File: src/rtl/cache_pkg.sv
// rtl/cache_pkg.sv - shared types and constants for the cache refill controller
package cache_pkg;

    localparam int DATA_WIDTH_DEF   = 32;
    localparam int ADDR_WIDTH_DEF   = 32;
    localparam int WORD_OFFSET_BITS = 2;

    typedef enum logic [1:0] {
        IDLE   = 2'd0,
        RD_REQ = 2'd1,
        FILL   = 2'd2,
        WR_REQ = 2'd3
    } refill_state_t;

endpackage

File: src/rtl/sat_counter.sv
// rtl/sat_counter.sv - saturating up-counter that sticks at all-ones
module sat_counter #(
    parameter int WIDTH = 32
) (
    input  logic             clk,
    input  logic             rst,
    input  logic             i_inc,
    output logic [WIDTH-1:0] o_count
);

    logic [WIDTH-1:0] r_count;

    always_ff @(posedge clk or posedge rst) begin
        if (rst) begin
            r_count <= '0;
        end else if (i_inc && (r_count != {WIDTH{1'b1}})) begin
            r_count <= r_count + 1'b1;
        end
    end

    assign o_count = r_count;

endmodule

File: src/rtl/cache_refill_ctrl.sv
// rtl/cache_refill_ctrl.sv - load-miss refill and write-through controller, no-write-allocate
// Optional hit/miss counters are built when CACHE_REFILL_PERF_CNT_EN is defined.
module cache_refill_ctrl
    import cache_pkg::*;
#(
    parameter int DATA_WIDTH = DATA_WIDTH_DEF,
    parameter int ADDR_WIDTH = ADDR_WIDTH_DEF
) (
    input  logic                  clk,
    input  logic                  rst,
    input  logic                  lookup_valid,
    input  logic                  lookup_we,
    input  logic [ADDR_WIDTH-1:0] lookup_addr,
    input  logic [DATA_WIDTH-1:0] lookup_wdata,
    input  logic                  cache_hit,
    output logic                  stall,
    output logic                  fill_en,
    output logic [ADDR_WIDTH-1:0] fill_addr,
    output logic [DATA_WIDTH-1:0] fill_data,
    output logic                  cache_overwrite,
    output logic                  mem_req,
    output logic                  mem_we,
    output logic [ADDR_WIDTH-1:0] mem_addr,
    output logic [DATA_WIDTH-1:0] mem_wdata,
    input  logic                  mem_ack,
    input  logic [DATA_WIDTH-1:0] mem_rdata
`ifdef CACHE_REFILL_PERF_CNT_EN
    ,
    output logic [31:0]           hit_count,
    output logic [31:0]           miss_count
`endif
);

    refill_state_t         r_state;
    logic                  r_fill_en;
    logic [ADDR_WIDTH-1:0] r_fill_addr;
    logic [DATA_WIDTH-1:0] r_fill_data;
    logic                  r_overwrite;
    logic                  r_store_hit;
    logic                  r_mem_req;
    logic                  r_mem_we;
    logic [ADDR_WIDTH-1:0] r_mem_addr;
    logic [DATA_WIDTH-1:0] r_mem_wdata;

    logic                  w_idle;
    logic                  w_load_hit;
    logic                  w_load_miss;
    logic                  w_store;
    logic [ADDR_WIDTH-1:0] w_word_addr;

    assign w_idle      = (r_state == IDLE);
    assign w_load_hit  = w_idle && lookup_valid && !lookup_we && cache_hit;
    assign w_load_miss = w_idle && lookup_valid && !lookup_we && !cache_hit;
    assign w_store     = w_idle && lookup_valid && lookup_we;
    assign w_word_addr = {lookup_addr[ADDR_WIDTH-1:WORD_OFFSET_BITS], {WORD_OFFSET_BITS{1'b0}}};

    // In IDLE the stall must reach the pipeline in the same cycle as the lookup.
    assign stall = !rst && (!w_idle || w_load_miss || w_store);

    always_ff @(posedge clk or posedge rst) begin
        if (rst) begin
            r_state     <= IDLE;
            r_fill_en   <= 1'b0;
            r_fill_addr <= '0;
            r_fill_data <= '0;
            r_overwrite <= 1'b0;
            r_store_hit <= 1'b0;
            r_mem_req   <= 1'b0;
            r_mem_we    <= 1'b0;
            r_mem_addr  <= '0;
            r_mem_wdata <= '0;
        end else begin
            case (r_state)
                IDLE: begin
                    r_fill_en   <= 1'b0;
                    r_overwrite <= 1'b0;
                    if (w_load_miss) begin
                        r_fill_addr <= lookup_addr;
                        r_mem_addr  <= w_word_addr;
                        r_mem_we    <= 1'b0;
                        r_mem_req   <= 1'b1;
                        r_state     <= RD_REQ;
                    end else if (w_store) begin
                        r_fill_addr <= lookup_addr;
                        r_fill_data <= lookup_wdata;
                        r_store_hit <= cache_hit;
                        r_mem_addr  <= w_word_addr;
                        r_mem_wdata <= lookup_wdata;
                        r_mem_we    <= 1'b1;
                        r_mem_req   <= 1'b1;
                        r_state     <= WR_REQ;
                    end
                end
                RD_REQ: begin
                    if (mem_ack) begin
                        r_fill_data <= mem_rdata;
                        r_fill_en   <= 1'b1;
                        r_mem_req   <= 1'b0;
                        r_state     <= FILL;
                    end
                end
                FILL: begin
                    r_fill_en <= 1'b0;
                    r_state   <= IDLE;
                end
                WR_REQ: begin
                    if (mem_ack) begin
                        r_overwrite <= r_store_hit;
                        r_mem_req   <= 1'b0;
                        r_mem_we    <= 1'b0;
                        r_state     <= IDLE;
                    end
                end
                default: r_state <= IDLE;
            endcase
        end
    end

    assign fill_en         = r_fill_en;
    assign fill_addr       = r_fill_addr;
    assign fill_data       = r_fill_data;
    assign cache_overwrite = r_overwrite;
    assign mem_req         = r_mem_req;
    assign mem_we          = r_mem_we;
    assign mem_addr        = r_mem_addr;
    assign mem_wdata       = r_mem_wdata;

`ifdef CACHE_REFILL_PERF_CNT_EN
    sat_counter #(.WIDTH(32)) u_hit_cnt (
        .clk     (clk),
        .rst     (rst),
        .i_inc   (w_load_hit),
        .o_count (hit_count)
    );

    sat_counter #(.WIDTH(32)) u_miss_cnt (
        .clk     (clk),
        .rst     (rst),
        .i_inc   (w_load_miss),
        .o_count (miss_count)
    );
`else
    logic w_unused;
    assign w_unused = w_load_hit;
`endif

endmodule
File: config.mk
export PLATFORM = sky130hd
export DESIGN_NAME = cache_refill_ctrl
export DESIGN_NICKNAME = d
export VERILOG_FILES = /design/src/rtl/cache_pkg.sv /design/src/rtl/sat_counter.sv /design/src/rtl/cache_refill_ctrl.sv
export SDC_FILE = /design/constraint.sdc
export NUM_CORES = 1
export LEC_CHECK = 0
export BUFFER_PORTS_ARGS = -buffer_cell sky130_fd_sc_hd__buf_2
export CORE_ASPECT_RATIO = 0.7
export CORE_MARGIN = 2
export CORE_UTILIZATION = 45
export CTS_BUF_LIST = sky130_fd_sc_hd__clkbuf_4 sky130_fd_sc_hd__clkbuf_8 sky130_fd_sc_hd__clkbuf_16
export CTS_CLUSTER_SIZE = 40
export DETAILED_ROUTE_END_ITERATION = 10
export GPL_TIMING_DRIVEN = 0
export PLACE_DENSITY = 0.8
export SLEW_MARGIN = 20
export SYNTH_ARGS = -nofsm -noshare
export SYNTH_HDL_FRONTEND = slang
export SYNTH_SLANG_ARGS = --single-unit
File: constraint.sdc
create_clock -name clk -period 3.6 [get_ports clk]
set_clock_uncertainty 0.05 [all_clocks]
set_input_delay 0.36 -clock clk [delete_from_list [all_inputs] [get_ports clk]]
set_output_delay 0.36 -clock clk [all_outputs]
set_load 0.005 [all_outputs]
Yosys cells after proc, flatten, opt, wreduce, memory -nomap -nowiden
Index checks and enable logic that the tools add are counted.
{"block": "totals", "register_bits": 135, "in_bits": 102, "output_inout_bits": 133, "wordCells": 70}
{"block": "op_classes", "eq_ne": 9, "n_mux": 23, "n_bitwise": 1, "n_reduce_logical": 27}
{"operator": "$mux 32", "count": 7}
{"operator": "$pmux 32 s2", "count": 1}
{"operator": "$reduce_and 3->1", "count": 4}
{"operator": "$reduce_bool 2->1", "count": 5}
{"operator": "$mux 2", "count": 4}
{"operator": "$pmux 1 s2", "count": 4}
{"operator": "$pmux 2 s4", "count": 1}
{"operator": "$mux 1", "count": 6}
{"operator": "$ne 2x2->1 const B", "count": 3}
{"operator": "$reduce_and 2->1", "count": 3}
{"operator": "$logic_and 1x1->1", "count": 5}
{"operator": "$eq 2x2->1 const B", "count": 2}
{"operator": "$logic_not 1->1", "count": 4}
{"operator": "$ne 2x1->1 const B", "count": 2}
{"operator": "$reduce_and 4->1", "count": 1}
{"operator": "$reduce_or 2->1", "count": 2}
{"operator": "$ne 3x1->1 const B", "count": 1}
{"operator": "$eq 2x1->1 const B", "count": 1}
{"operator": "$logic_not 2->1", "count": 1}
{"operator": "$logic_or 1x1->1", "count": 2}
{"operator": "$not 1->1", "count": 1}

Logic depth before layout (Yosys ltp)
{"block": "depth", "ltp_word": 7, "depth_mapped": 7, "depth_no_buf": 5}

Least setup slack after synthesis
OpenSTA, ideal clock, no wires.
{"block": "synth_path", "kind": "reg-to-reg", "startpoint": "register r_state[1]", "endpoint": "register r_fill_data[0], in the netlist fill_data[0]", "setup_ns": 0.125, "arrival_time_ns": 1.687, "required_ns": 3.425, "path_slack_ns": 1.739, "path_stages_with_launch": 8, "period_less_slack_ns": 1.861, "cell_sequence": "dfrtp_1 > inv_1 > ha_1 > buf_6 > nor2b_4 > nor3_4 > buf_6 > mux2_2"}
{"block": "synth_via", "elab_chain_cells": 6, "elab_cells_between_ends": 12}
{"element": "from (decl)", "line_no": "cache_refill_ctrl.sv:34", "rtl": "refill_state_t r_state;"}
{"element": "from (signal assigned)", "line_no": "cache_refill_ctrl.sv:62", "rtl": "r_state <= IDLE;"}
{"element": "from (signal assigned)", "line_no": "cache_refill_ctrl.sv:82", "rtl": "r_state <= RD_REQ;"}
{"element": "from (signal assigned)", "line_no": "cache_refill_ctrl.sv:91", "rtl": "r_state <= WR_REQ;"}
{"element": "$logic_not 2->1", "line_no": "cache_refill_ctrl.sv:51, cache_refill_ctrl.sv:73"}
{"element": "$logic_and 1x1->1", "line_no": "cache_refill_ctrl.sv:53, cache_refill_ctrl.sv:54"}
{"element": "$logic_and 1x1->1 (2 in series)", "line_no": "cache_refill_ctrl.sv:53", "rtl": "assign w_load_miss = w_idle && lookup_valid && !lookup_we && !cache_hit;"}
{"element": "$ne 2x2->1 (no source line)"}
{"element": "$reduce_and 4->1 (no source line)"}
{"element": "to (signal assigned)", "line_no": "cache_refill_ctrl.sv:85", "rtl": "r_fill_data <= lookup_wdata;"}
{"element": "to (signal assigned)", "line_no": "cache_refill_ctrl.sv:96", "rtl": "r_fill_data <= mem_rdata;"}
{"element": "to (decl)", "line_no": "cache_refill_ctrl.sv:37", "rtl": "logic [DATA_WIDTH-1:0] r_fill_data;"}
Several ways; a longest one is shown, not always the timed one.
A chain may end at the register's enable or synchronous reset.

Worst setup path after layout
{"block": "layout_path", "startpoint": "register r_state[0]", "endpoint": "register r_mem_wdata[5], in the netlist mem_wdata[5]"}
{"block": "layout_via", "elab_chain_cells": 6, "elab_cells_between_ends": 7}
{"element": "$logic_not 2->1 (*)", "line_no": "cache_refill_ctrl.sv:51, cache_refill_ctrl.sv:73"}
{"element": "$logic_and 1x1->1", "line_no": "cache_refill_ctrl.sv:53, cache_refill_ctrl.sv:54"}
{"element": "$logic_and 1x1->1 (2 in series)", "line_no": "cache_refill_ctrl.sv:53"}
{"element": "$not 1->1 (no source line)"}
{"element": "$reduce_and 3->1 (no source line) (*)"}
{"element": "to (signal assigned)", "line_no": "cache_refill_ctrl.sv:88", "rtl": "r_mem_wdata <= lookup_wdata;"}
{"element": "to (decl)", "line_no": "cache_refill_ctrl.sv:43", "rtl": "logic [DATA_WIDTH-1:0] r_mem_wdata;"}
Mark *: on every way between the ends. The rest lies on a longest branch, timed or not.

==> impl_metrics.tcl <==
set metrics [dict create \
    slew_violations 0 \
    min_path_type "in -> reg" \
    ys_ff_latch 103 \
    synth_top_family_by_area "multiplexers" \
    reg2reg_to "mem_wdata[5]" \
    rsz0062_at_grt "no" \
    cp_data_arrival_time_ps 2390 \
    cap_viol_max_count 0 \
    yosysSeqAreaShare_pct 55.0 \
    post_cts_resized 0 \
    cts_buffers 9 \
    clk_pin_slew_ps 70 \
    placed_area_mm2 0.00605 \
    place_inst 687 \
    crit_path_end_kind "flop" \
    ant_nets 0 \
    die_w_um 126 \
    vdd_drop_max_v 0.000416 \
    path_class "reg -> reg" \
    synthesis.area_mm2 0.00469 \
    area_delta_synth_final_pct 36.3 \
    cts_tree "built" \
    yosys_warnings 0 \
    yosysMostFrequentCell "mux2_2" \
    die_area_mm2 0.0113 \
    setup_violations 0 \
    io_buffers 232 \
    root_buffer "clkbuf_16" \
    core.rowCount 31 \
    yosysTopAreaCell "dfrtp_1" \
    synth-edff-count 0 \
    drtPass1Iterations 4 \
    yosys.area_share.simple_pct 2.32 \
    synthTopCellsByCount "mux2_2 (126), dfrtp_1 (103), buf_4 (35), buf_2 (7)" \
    hp-start "lookup_addr[3]" \
    synthFlopType "dfrtp_1" \
    grt_antenna_before_repair 0 \
    antennaDiodeCount 0 \
    reg2reg_depth 6 \
    syn_area_per_cell_um2 14.6 \
    drt_iter0_drc 94 \
    synthMuxAreaShare_pct 31.5 \
    setup_tns_ps 0 \
    hold_viol_final 0 \
    grt_pass1_vias 3540 \
    cellPowerDensity_mw_per_mm2 908 \
    fmax_mhz 451 \
    start_util_pct 45.8 \
    nFillCells 812 \
    synth_area_leaders "dfrtp_1 (55%), mux2_2 (30%), buf_4 (5.6%)" \
    dieHeight_um 89.4 \
    via_count 3380 \
    run_status "finished clean" \
    clk_path_buf_depth 2 \
    coreArea_mm2 0.0102 \
    grt_start_max_net_pins 75 \
    cts.sinks 103 \
    min_path_cells 2 \
    critPathLaunchType "flop" \
    place.gp.congestion 0.757 \
    min_to "fill_addr[3]" \
    worstPathMaxFanout 10 \
    overflow 0 \
    fin_nets 674 \
    drc_errors 0 \
    p_leak_nw 3.18 \
    drt-vias-per-instance 4.80 \
    async_reset_ff_share_pct 100 \
    insertion_delay_ps 340 \
    grt_usage_pct 19.9 \
    io-pin-count 235 \
    wl_per_cell_um 15.8 \
    yosys.area_share.xor_xnor_pct 0 \
    grt_pass1_wl_mm 17.5 \
    dp_hpwl_mm 8.57 \
    setup.reg_to_reg.worst_slack_ps 1380 \
    final_cells 704 \
    fin_area_mm2 0.00639 \
    wirelength_mm 11.1 \
    finalCritPeriodShare_pct 61.6 \
    synth-compound-area-share_pct 2.21 \
    required_ps 3770 \
    cts_setup_buffers 0 \
    rr_startpoint "r_state[0]" \
    synth-adder-area-share_pct 1.33 \
    min_period_ps 2220 \
    drive_above_1_share_pct 74.7 \
    utilization_pct 62.4 \
    netlist.area_leader.share_pct 55.0 \
    cts_max_level 3 \
    ys_types 29 \
    synthCells 321 \
]
## flip-flops by register name, indices dropped and copies added, names as in the netlist
signal	cells
fill_addr	32
fill_data	32
mem_wdata	32
r_state	2
cache_overwrite	1
fill_en	1
mem_req	1
mem_we	1
r_store_hit	1
## cell usage in the layout (no fill, tap or decap)
master,n
inv_6,1
inv_1,3
clkinv_2,1
nand3_1,2
a21boi_1,1
o21ba_2,1
o31ai_1,1
nor3_4,1
nand3b_1,1
o41ai_1,1
buf_4,35
a22o_1,1
buf_6,4
o21ai_0,3
clkinvlp_4,1
ha_1,5
clkbuf_16,9
o211ai_1,3
a211o_1,1
dfrtp_1,103
nor2_2,1
buf_16,1
nand2_1,1
nor3_1,1
mux2_1,5
nor2_1,5
or3b_2,1
clkbuf_4,1
clkbuf_8,1
buf_2,239
bufinv_16,2
clkinv_4,1
nor2b_1,2
mux2_2,126
conb_1,2
and2_1,1
o21a_1,2
dlygate4sd3_1,1
nor2b_4,1
## logic make-up after synthesis
group,after synthesis
AOI/OAI and AO/OA,14
adders and majority gates,5
buffers and inverters,50
DFF,103
muxes,131
other,1
and+or+nand+nor,17
## layout make-up
cell class	instances	area (um2)	area share, %
clock buffers	11	246	3.86
plain buffers	46	343	5.37
well taps	132	165	2.58
clock inverters	5	81.3	1.27
inverters	4	20.0	0.313
multi-input cells	169	1760	27.5
repair buffers	234	1200	18.8
flip-flops and latches	103	2580	40.3
## report_power, final
group / switching, W / internal (W) / leakage [nW]
sequential: 0.000339 / 0.00176 / 1.21
combinational: 0.00103 / 0.00162 / 1.80
clock: 0.000418 / 0.000636 / 0.159
## stage by stage
| stage | setup WS (ps) | power (W) | hold slack (ps) |
|---|---|---|---|
| 2_1_floorplan | 486 | 0.00369 | 424 |
| 3_3_place_gp | -618 | 0.00470 | 417 |
| 3_5_place_dp | 1410 | 0.00482 | 308 |
| 4_1_cts | 1400 | 0.00590 | 187 |
| 5_1_grt | 1290 | 0.00624 | 180 |
| 6_report | 1380 | 0.00580 | 199 |
## layer usage
metal	wire (um)	track usage, %	up-vias
met4	142	5.69	0
met5	0	0	-
li1	-	-	1594
met3	928	7.18	15
met2	5710	35.8	135
met1	4310	22.8	1636
## timing repair
action | CTS | global route
endpoints found under the setup margin | 0 | 0
hold buffers | 1 | 0
endpoints found under the hold margin | 29 | 0
## worst max-delay path, cell delays in order (launching register included)
cell     delay, ps
dfrtp_1        480
inv_1          100
ha_1           220
buf_2          190
nand3_1        320
buf_2          360
mux2_2         380
## worst max path at each step
stage	depth (start not counted)	from	endpoint
after floorplan	1	rst	cache_overwrite
after global routing	6	r_state[0]	mem_wdata[5]
after CTS	6	r_state[0]	mem_wdata[5]
after detailed placement	6	r_state[0]	mem_wdata[5]
final	6	r_state[0]	mem_wdata[5]
after global placement	2	rst	mem_wdata[4]
Power figures use the tool's default switching activity.
